===== config.mk =====
export PLATFORM = sky130hd
export DESIGN_NAME = mul8_seq_ctrl
export DESIGN_NICKNAME = d
export VERILOG_FILES = /design/src/rtl/mul8_seq_ctrl_pkg.sv /design/src/rtl/mul8_nib_sel.sv /design/src/rtl/mul8_seq_ctrl.sv
export SDC_FILE = /design/constraint.sdc
export NUM_CORES = 1
export LEC_CHECK = 0
export CAP_MARGIN = 20
export CORE_MARGIN = 10
export CORE_UTILIZATION = 48
export DETAILED_ROUTE_END_ITERATION = 10
export PLACE_DENSITY = 0.77
export REMOVE_ABC_BUFFERS = 1
export SETUP_SLACK_MARGIN = 0.4
export SYNTH_ARGS = -nofsm -noshare
export SYNTH_HDL_FRONTEND = slang
export SYNTH_SLANG_ARGS = --single-unit

===== constraint.sdc =====
create_clock -name clk -period 3.3 [get_ports clk]
set_input_delay 0.66 -clock clk [delete_from_list [all_inputs] [get_ports clk]]
set_output_delay 0.66 -clock clk [all_outputs]
set_load 0.02 [all_outputs]

===== src/rtl/mul8_seq_ctrl_pkg.sv =====
// mul8_seq_ctrl_pkg: shared types and constants for the 8x8 nibble-sequenced multiplier controller.
package mul8_seq_ctrl_pkg;
  typedef enum logic [1:0] {IDLE, MUL, DRAIN, DONE} state_e;
  localparam int STEP_W = 2;
  localparam int OP_W = 8;
  localparam int RES_W = 16;
  localparam int NIB_W = 4;
  localparam int SH_W = 4;
  localparam logic [SH_W-1:0] SHIFT_0 = 4'd0;
  localparam logic [SH_W-1:0] SHIFT_1 = 4'd4;
  localparam logic [SH_W-1:0] SHIFT_2 = 4'd4;
  localparam logic [SH_W-1:0] SHIFT_3 = 4'd8;
  function automatic logic [SH_W-1:0] step_shift(input logic [STEP_W-1:0] s);
    return s == 2'd0 ? SHIFT_0 : s == 2'd1 ? SHIFT_1 : s == 2'd2 ? SHIFT_2 : SHIFT_3;
  endfunction
endpackage


===== src/rtl/mul8_nib_sel.sv =====
// mul8_nib_sel: maps a step index to the nibble pair and accumulation shift for that step.
module mul8_nib_sel
  import mul8_seq_ctrl_pkg::*;
(
  input  logic [STEP_W-1:0] step_i,
  input  logic [OP_W-1:0]   x_i,
  input  logic [OP_W-1:0]   y_i,
  output logic [NIB_W-1:0]  x_o,
  output logic [NIB_W-1:0]  y_o,
  output logic [SH_W-1:0]   shift_o
);
  // step bit 1 selects the high x nibble, bit 0 the high y nibble
  assign x_o = step_i[1] ? x_i[7:4] : x_i[3:0];
  assign y_o = step_i[0] ? y_i[7:4] : y_i[3:0];
  assign shift_o = step_shift(step_i);
endmodule


===== src/rtl/mul8_seq_ctrl.sv =====
// mul8_seq_ctrl: 8x8->16 unsigned multiply by time-sharing an external 4x4 multiplier over four steps.
module mul8_seq_ctrl
  import mul8_seq_ctrl_pkg::*;
#(
  parameter bit PIPE = 1'b0,
  parameter int NIB  = 4
) (
  input  logic              clk,
  input  logic              rst_n,
  input  logic              in_valid,
  output logic              in_ready,
  input  logic [OP_W-1:0]   in_x,
  input  logic [OP_W-1:0]   in_y,
  input  logic              flush,
  output logic [NIB_W-1:0]  mul_x,
  output logic [NIB_W-1:0]  mul_y,
  input  logic [2*NIB_W-1:0] mul_o,
  output logic              out_valid,
  input  logic              out_ready,
  output logic [RES_W-1:0]  out_p,
  output logic              busy
);
  if (NIB != 4) begin : g_nib_chk
    $error("mul8_seq_ctrl: NIB must be 4");
  end
  state_e state_q, state_d;
  logic [STEP_W-1:0] step_q, step_d;
  logic [OP_W-1:0] x_q, y_q;
  logic [RES_W-1:0] acc_q, acc_d;
  logic [2*NIB_W-1:0] mul_q;
  logic [SH_W-1:0] sh_q, sh;
  logic pv_q;
  logic [NIB_W-1:0] nx, ny;
  logic active, accept;
  logic [RES_W-1:0] add_now, add_pipe;
  mul8_nib_sel u_sel (
    .step_i (step_q),
    .x_i    (x_q),
    .y_i    (y_q),
    .x_o    (nx),
    .y_o    (ny),
    .shift_o(sh)
  );
  assign active = state_q == MUL;
  assign accept = state_q == IDLE && in_valid && !flush;
  assign add_now = RES_W'(mul_o) << sh;
  // pipelined path accumulates the product registered during the previous step
  assign add_pipe = pv_q ? RES_W'(mul_q) << sh_q : '0;
  always_comb begin
    state_d = state_q;
    step_d = step_q;
    acc_d = acc_q;
    unique case (state_q)
      IDLE: if (in_valid) begin
        state_d = MUL;
        step_d = '0;
        acc_d = '0;
      end
      MUL: begin
        step_d = step_q + 1'b1;
        acc_d = acc_q + (PIPE ? add_pipe : add_now);
        if (step_q == STEP_W'(3)) state_d = PIPE ? DRAIN : DONE;
      end
      DRAIN: begin
        acc_d = acc_q + add_pipe;
        state_d = DONE;
      end
      DONE: if (out_ready) state_d = IDLE;
      default: state_d = IDLE;
    endcase
    if (flush) begin
      state_d = IDLE;
      step_d = '0;
      acc_d = '0;
    end
  end
  always_ff @(posedge clk or negedge rst_n) begin
    if (!rst_n) begin
      state_q <= IDLE;
      step_q <= '0;
      acc_q <= '0;
      x_q <= '0;
      y_q <= '0;
      mul_q <= '0;
      sh_q <= '0;
      pv_q <= 1'b0;
    end else begin
      state_q <= state_d;
      step_q <= step_d;
      acc_q <= acc_d;
      if (accept) begin
        x_q <= in_x;
        y_q <= in_y;
      end
      mul_q <= active ? mul_o : '0;
      sh_q <= sh;
      pv_q <= active && !flush;
    end
  end
  assign mul_x = active ? nx : '0;
  assign mul_y = active ? ny : '0;
  assign in_ready = state_q == IDLE;
  assign out_valid = state_q == DONE;
  assign out_p = out_valid ? acc_q : '0;
  assign busy = state_q != IDLE;
endmodule


==> results of run 1 <==
-- timing repair --
action	in CTS	in global routing
gates resized for setup	32	21
buffers inserted	11	3
pin swaps	20	20
setup endpoints to repair	11	36
-- sequential cells by signal, indices dropped and copies added (netlist names) --
name / flops
acc_q: 16
mul_q: 8
x_q: 8
y_q: 8
sh_q: 2
state_q: 2
step_q: 2
pv_q: 1
-- through the flow --
stage            util  area (sq um)  cells
2_1_floorplan       -          3064    306
3_3_place_gp   0.6381          4029    481
3_5_place_dp   0.6381          4029    481
4_1_cts        0.6889          4349    500
5_1_grt        0.7101          4483    504
6_report       0.7101          4483    504
-- power groups by stage --
stage	combinational, mW	clock (mW)	sequential, mW
floorplan	1.00	0	0.910
global placement	1.62	0	0.924
CTS	1.83	0.372	0.940
global route	2.16	0.395	0.971
detailed placement	1.67	0	0.937
finish	1.98	0.363	0.944
-- cell families (layout without fill, tap and decap cells) --
| group | count (synthesis) | count (layout) | synth area share |
|---|---|---|---|
| compound gates | 82 | 82 | 0.1795 |
| buf+inv | 19 | 128 | 0.02294 |
| fa+ha+maj | 25 | 25 | 0.1030 |
| flops | 47 | 47 | 0.3783 |
| simple gates | 101 | 101 | 0.1702 |
| xor+xnor | 10 | 10 | 0.02817 |
| mux | 34 | 34 | 0.1179 |
-- synth_stat cells (4+ instances only) --
cell      count
nand2_1      33
o221ai_1      4
a22oi_1       4
o21ai_0      17
a22o_1        6
clkbuf_1     12
nand3_1       6
a21oi_1      15
a21o_1        7
dfrtp_1      47
nor2_1        7
inv_1         7
nor2b_1      13
and2_1       25
mux2_2       17
o22ai_1       8
xor2_1        5
mux2i_1      16
nand2b_1      5
xnor2_1       5
ha_1         24
-- cell type report --
type                       count  area (sq um)
clock buffer                   6         72.57
clock inverter                 2         17.52
timing repair buffer         113          1011
inverter                       7         26.28
fill                         464          1831
sequential                    47          1176
multi-input combinational    252          2083
tap                           77         96.34
-- worst reg2reg max path, stage by stage, from the launching register on --
cell and delay, ps:
dfrtp_1 400, inv_2 80, ha_4 140, nand2_2 60, or2_4 250, nor2_4 110, buf_6 110, a22o_1 140
ha_2 190, inv_2 40, fa_2 330, nand3b_1 230, a2111oi_4 330, buf_4 200, nor3_2 50, a21oi_2 170
xor2_1 90, a22o_1 200
-- final timing paths --
check	start	end
max	state_q[0]$_DFFE_PN0P_	acc_q[14]$_DFFE_PN0P_
min	rst_n	acc_q[1]$_DFFE_PN0P_
max reg2reg	state_q[0]$_DFFE_PN0P_	acc_q[14]$_DFFE_PN0P_
min reg2reg	y_q[0]$_DFFE_PN0P_	y_q[0]$_DFFE_PN0P_
max in group asynchronous	rst_n	acc_q[12]$_DFFE_PN0P_
min in group clk	y_q[0]$_DFFE_PN0P_	y_q[0]$_DFFE_PN0P_
-- layer usage --
layer	vias up	share of wire	global-route usage
met2	91	0.49	0.2957
met5	-	0	0
met3	24	0.073	0.05075
met1	1377	0.41	0.1928
met4	0	0.030	0.07826
li1	1365	-	-
==> metrics.txt, run 1 <==
area leader, netlist=dfrtp_1; TNS Setup=0 ps; clock period minus final worst setup slack=3217 ps; number of enable flip-flop cells after synthesis=0; CP peak stage delay=400 ps; switching portion of total power=0.4120; die footprint=10100 sq um; r2r worst-path depth=17; DR vias=2857; worst path arrival time=3420 ps; Fmax=310.8 MHz; CP Launch Type=flip-flop; Layout area overhead=44.19%; RSZ-0062 raised after global routing=yes; WHS=207.5 ps; # IOs=56; layout cells sized above 1=0.2763; FP Rows=29; maximum VDD drop=475.3 uV; nature of the critical path endpoint=flip-flop; clk_skew=6.942 ps; H-tree levels=2; clk slew on worst S/H paths=90 ps; Avg WL per Cell=17.27 microns; setup slack after layout=82.90 ps; kind of critical path=reg -> reg; Initial Utilization=0.4925; total track usage=0.1726; critical path, cell by cell=inv_2 > ha_4 > nand2_2 > or2_4 > nor2_4 > buf_6 > a22o_1 > ha_2 > inv_2 > fa_2 > nand3b_1 > a2111oi_4 > buf_4 > nor3_2 > a21oi_2 > xor2_1 > a22o_1; outcome=finished, final reports clean; die height=100.5 microns; clock share of power=0.110; register area share after synthesis=0.3783; pwr dens=733.7 nW/um^2; Worst Hold Class=in -> async; Final setup viols=0; sw power=1.355 mW; WL final=8705 microns; Post-Syn Area=3109 sq um; largest net degree at the start of global routing=48; antenna cell count=0; Syn Area/Cell=9.777 sq um; dpl ws=-246.8 ps; Final Hold Viols=0; Initial DRC Count=133; Reg2Reg Setup Slack=80 ps; commonest non-fill, non-tap cells in the layout=clkdlybuf4s50_1, buf_4, dfrtp_1; IO Port Bufs=55; Design Power=3.289 mW; Worst slew margin=0.5108; first-pass GRT wire length=14410 microns; asr flop ratio synth=1.000; Skew-Pair Late Insertion Delay=310 ps; Area contributors post-synth=dfrtp_1, ha_1, mux2_2, mux2i_1, and2_1; Max FO, Critical Path=3; Hold Buf Count CTS=0; post-DP HPWL=6315 microns; Yosys reg bits=47; Gate power share=0.603; CTS tree=done; clk root buf=clkbuf_8; Buffers & Inverters on Critical Path=4; sequential power share=0.287; Yosys top cell area share=0.3783; worst path required time=3500 ps; main flop type after synthesis=dfrtp_1; fin nets=480; die width=100.5 microns; maximum capacitance violations=0; Post-route DRC=0; fin. max-slew vios=0; Worst-Margin Slew=731.6 ps; vias in the first global route=3051; Max Root-Sink Buffers=2; grt total ovfl=0; clock sinks=47; fin crit share=0.9749; Mapped Cells=318; First-pass DRT Iterations=4; RD Place Congestion=0.9569; CP max-delay cell=dfrtp_1; CTS buffer count=5; Synth Warn #=0; Top Family by Delay on Critical Path=compound AO/OA/AOI/OAI gates; P_leak=2.006 nW; Worst path depth=17; post-route ant nets=0; core area=6314 sq um; initial antenna violation count=0; Via density=5.669; Internal=1.934 mW; post-synth cell types=47
(Power assumes the default switching activity.)
==> run 2: changes to the inputs <==
MAX_ROUTING_LAYER = met4   (was default)
==> run 2 against run 1 <==
  * Via count up 0.74%
  * Worst hold slack worse by 1.8 ps
  * Highest routed layer unchanged
  * The run now ends with negative setup slack left
  * Cell area decreased by 1.7%
  * Critical path depth down 1
  * Sequential share of layout area is 0.45 points higher
  * Routed wire length rose by 3.7%
  * Largest cell class unchanged
  * Setup slack worse by 160 ps
  * Combinational power hardly changed
  * Clock power grew 2%
==> metrics.txt, run 2 (synthesis gave the netlist of run 1 again) <==
H-tree levels=2 (unchanged); failing checks=negative setup slack; met2 routed WL=4492 microns (+5.2%); grt total ovfl=0 (unchanged); clock sinks=47 (unchanged); Top Family by Delay on Critical Path=compound AO/OA/AOI/OAI gates; fin. max-slew vios=0 (unchanged); first-pass GRT wire length=14300 microns (-0.77%); CP Launch Type=flip-flop; commonest non-fill, non-tap cells in the layout=clkdlybuf4s50_1, buf_4, dfrtp_1; post-DP HPWL=6248 microns (-1.1%); Most flops, register=acc_q; Avg WL per Cell=18.05 microns (+4.5%); CTS buffer count=5 (unchanged); clock share of power=0.113 (+0.003); largest net degree at the start of global routing=48 (unchanged); P_leak=1.989 nW (-0.85%); Gate power share=0.602 (about the same); die height=100.5 microns (unchanged); kind of critical path=reg -> reg; nature of the critical path endpoint=flip-flop; Reg2Reg Setup Slack=-80 ps (-160 ps); Final setup viols=4 (+4); Max FO, Critical Path=3 (unchanged); core area=6314 sq um (unchanged); top routing layer in use=met4; Internal=1.918 mW (-0.85%); Skew-Pair Late Insertion Delay=310 ps (about the same); DR vias=2878 (+0.74%); critical path, cell by cell=ha_4 > buf_6 > or2_1 > nor2_1 > buf_4 > a22o_1 > ha_2 > inv_2 > fa_2 > nand3b_1 > a2111oi_4 > buf_4 > nor3_2 > a21oi_2 > xor2_1 > a22o_1; worst r2r src=state_q[1]$_DFFE_PN0P_; Via density=5.756 (+1.5%); Design Power=3.303 mW (+0.41%); maximum VDD drop=531.0 uV (+12%); Worst Setup EP=acc_q[14]$_DFFE_PN0P_; post-route ant nets=0 (unchanged); terminus of the critical flop-to-flop path=acc_q[14]$_DFFE_PN0P_; WHS=205.7 ps (-1.772 ps); r2r worst-path depth=16 (-1); initial antenna violation count=0 (unchanged); sw power=1.385 mW (+2.2%); Worst path depth=16 (-1); clk slew on worst S/H paths=100 ps (about the same); Final Hold Viols=0 (unchanged); fin nets=476 (-0.83%); pwr dens=749.3 nW/um^2 (+2.1%); worst path required time=3510 ps (about the same); maximum capacitance violations=0 (unchanged); RSZ-0062 raised after global routing=yes; CP peak stage delay=430 ps (+30 ps); Worst Hold Class=in -> async; Fmax=295.8 MHz (-4.8%); die width=100.5 microns (unchanged); DR WL met3=521 microns (-18%); setup slack after layout=-80.96 ps (-163.9 ps); Worst-Margin Slew=759.5 ps (+27.88 ps); total track usage=0.1795 (+0.006944); Initial DRC Count=132 (-0.75%); CP max-delay cell=dfrtp_1; Worst slew margin=0.4922 (-0.01864); Layout area overhead=41.77%; Max Root-Sink Buffers=2 (unchanged); IO Port Bufs=55 (unchanged); clk root buf=clkbuf_8; sequential power share=0.285 (-0.002); antenna cell count=0 (unchanged); Hold Buf Count CTS=0 (unchanged); layout cells sized above 1=0.2530 (-0.02339); fin crit share=1.025 (+0.04966); clk_skew=6.254 ps (-0.6878 ps); vias in the first global route=2939 (-3.7%); clock period minus final worst setup slack=3381 ps (+163.9 ps); WL final=9027 microns (+3.7%); Buffers & Inverters on Critical Path=4 (unchanged); CTS tree=done; FP Rows=29 (unchanged); CP startpoint=state_q[1]$_DFFE_PN0P_; met1 WL=3740 microns (+5.5%); outcome=complete, but fails checks; Post-route DRC=0 (unchanged); switching portion of total power=0.4194 (+0.007353); worst path arrival time=3590 ps (+170 ps); max FFs per register=16 (unchanged); RD Place Congestion=0.9761 (+2.0%); die footprint=10100 sq um (unchanged); First-pass DRT Iterations=4 (unchanged); Initial Utilization=0.4925 (unchanged); # IOs=56 (unchanged)
## run 2: cell count changes in the layout (fill, tap and decap cells not counted), sizes merged
| cell | previous run | this run |
|---|---|---|
| buf | 59 | 55 |
| clkdlybuf4s50 | 53 | 52 |
| clkinvlp | 0 | 1 |
| inv | 7 | 8 |
| dlymetal6s2s | 1 | 2 |
| clkinv | 2 | 0 |
## run 2: power by group through the flow
stage               Sequential (mW)  Combinational (mW)  Clock (mW)
detailed placement            0.939                1.65           0
finish                        0.943                1.99       0.372
global route                  0.971                2.14       0.403
CTS                           0.940                1.80       0.378
floorplan                     0.910                1.00           0
global placement              0.924                1.62           0
## run 2: metal layers
metal / up-vias / global-route usage
li1: 1353 / -
met1: 1391 / 0.2010
met2: 110 / 0.3012
met3: 24 / 0.04047
met4: 0 / 0.07609
met5: - / -
## run 2: what timing repair did
| item | in CTS | in global routing |
|---|---|---|
| gates resized for setup | 29 | 15 |
| endpoints found under the setup margin | 9 | 36 |
| endpoints found under the hold margin | 0 | 0 |
| setup buffers | 4 | 6 |
| pin swaps | 21 | 14 |
## run 2: stage by stage
| stage | setup TNS (ps) | utilization | instances | worst slack [ps] | cell area (sq um) |
|---|---|---|---|---|---|
| 6_report | -262.3 | 0.6982 | 500 | -80.96 | 4408 |
| 5_1_grt | -742.8 | 0.6982 | 500 | -201.7 | 4408 |
| 4_1_cts | -47.58 | 0.6778 | 493 | -24.21 | 4279 |
| 3_5_place_dp | -956.9 | 0.6381 | 481 | -253.3 | 4029 |
| 3_3_place_gp | -600.5 | 0.6381 | 481 | -191.7 | 4029 |
| 2_1_floorplan | -442.0 | - | 306 | -124.9 | 3064 |
## run 2: worst min path at each step
| stage | start | cells past startpoint | slack [ps] | endpoint |
|---|---|---|---|---|
| floorplan | rst_n | 0 | 360 | acc_q[0]$_DFFE_PN0P_ |
| global placement | y_q[4]$_DFFE_PN0P_ | 1 | 490 | y_q[4]$_DFFE_PN0P_ |
| detailed placement | y_q[3]$_DFFE_PN0P_ | 1 | 490 | y_q[3]$_DFFE_PN0P_ |
| CTS | x_q[3]$_DFFE_PN0P_ | 1 | 510 | x_q[3]$_DFFE_PN0P_ |
| global route | rst_n | 1 | 220 | acc_q[5]$_DFFE_PN0P_ |
| finish | rst_n | 1 | 210 | acc_q[5]$_DFFE_PN0P_ |
## run 2: area by class of cell
type | instances | area (sq um)
multi-input combinational | 252 | 2048
fill | 488 | 1906
sequential | 47 | 1176
timing repair buffer | 109 | 972.2
tap | 77 | 96.34
clock buffer | 6 | 72.57
inverter | 7 | 26.28
clock inverter | 2 | 16.27
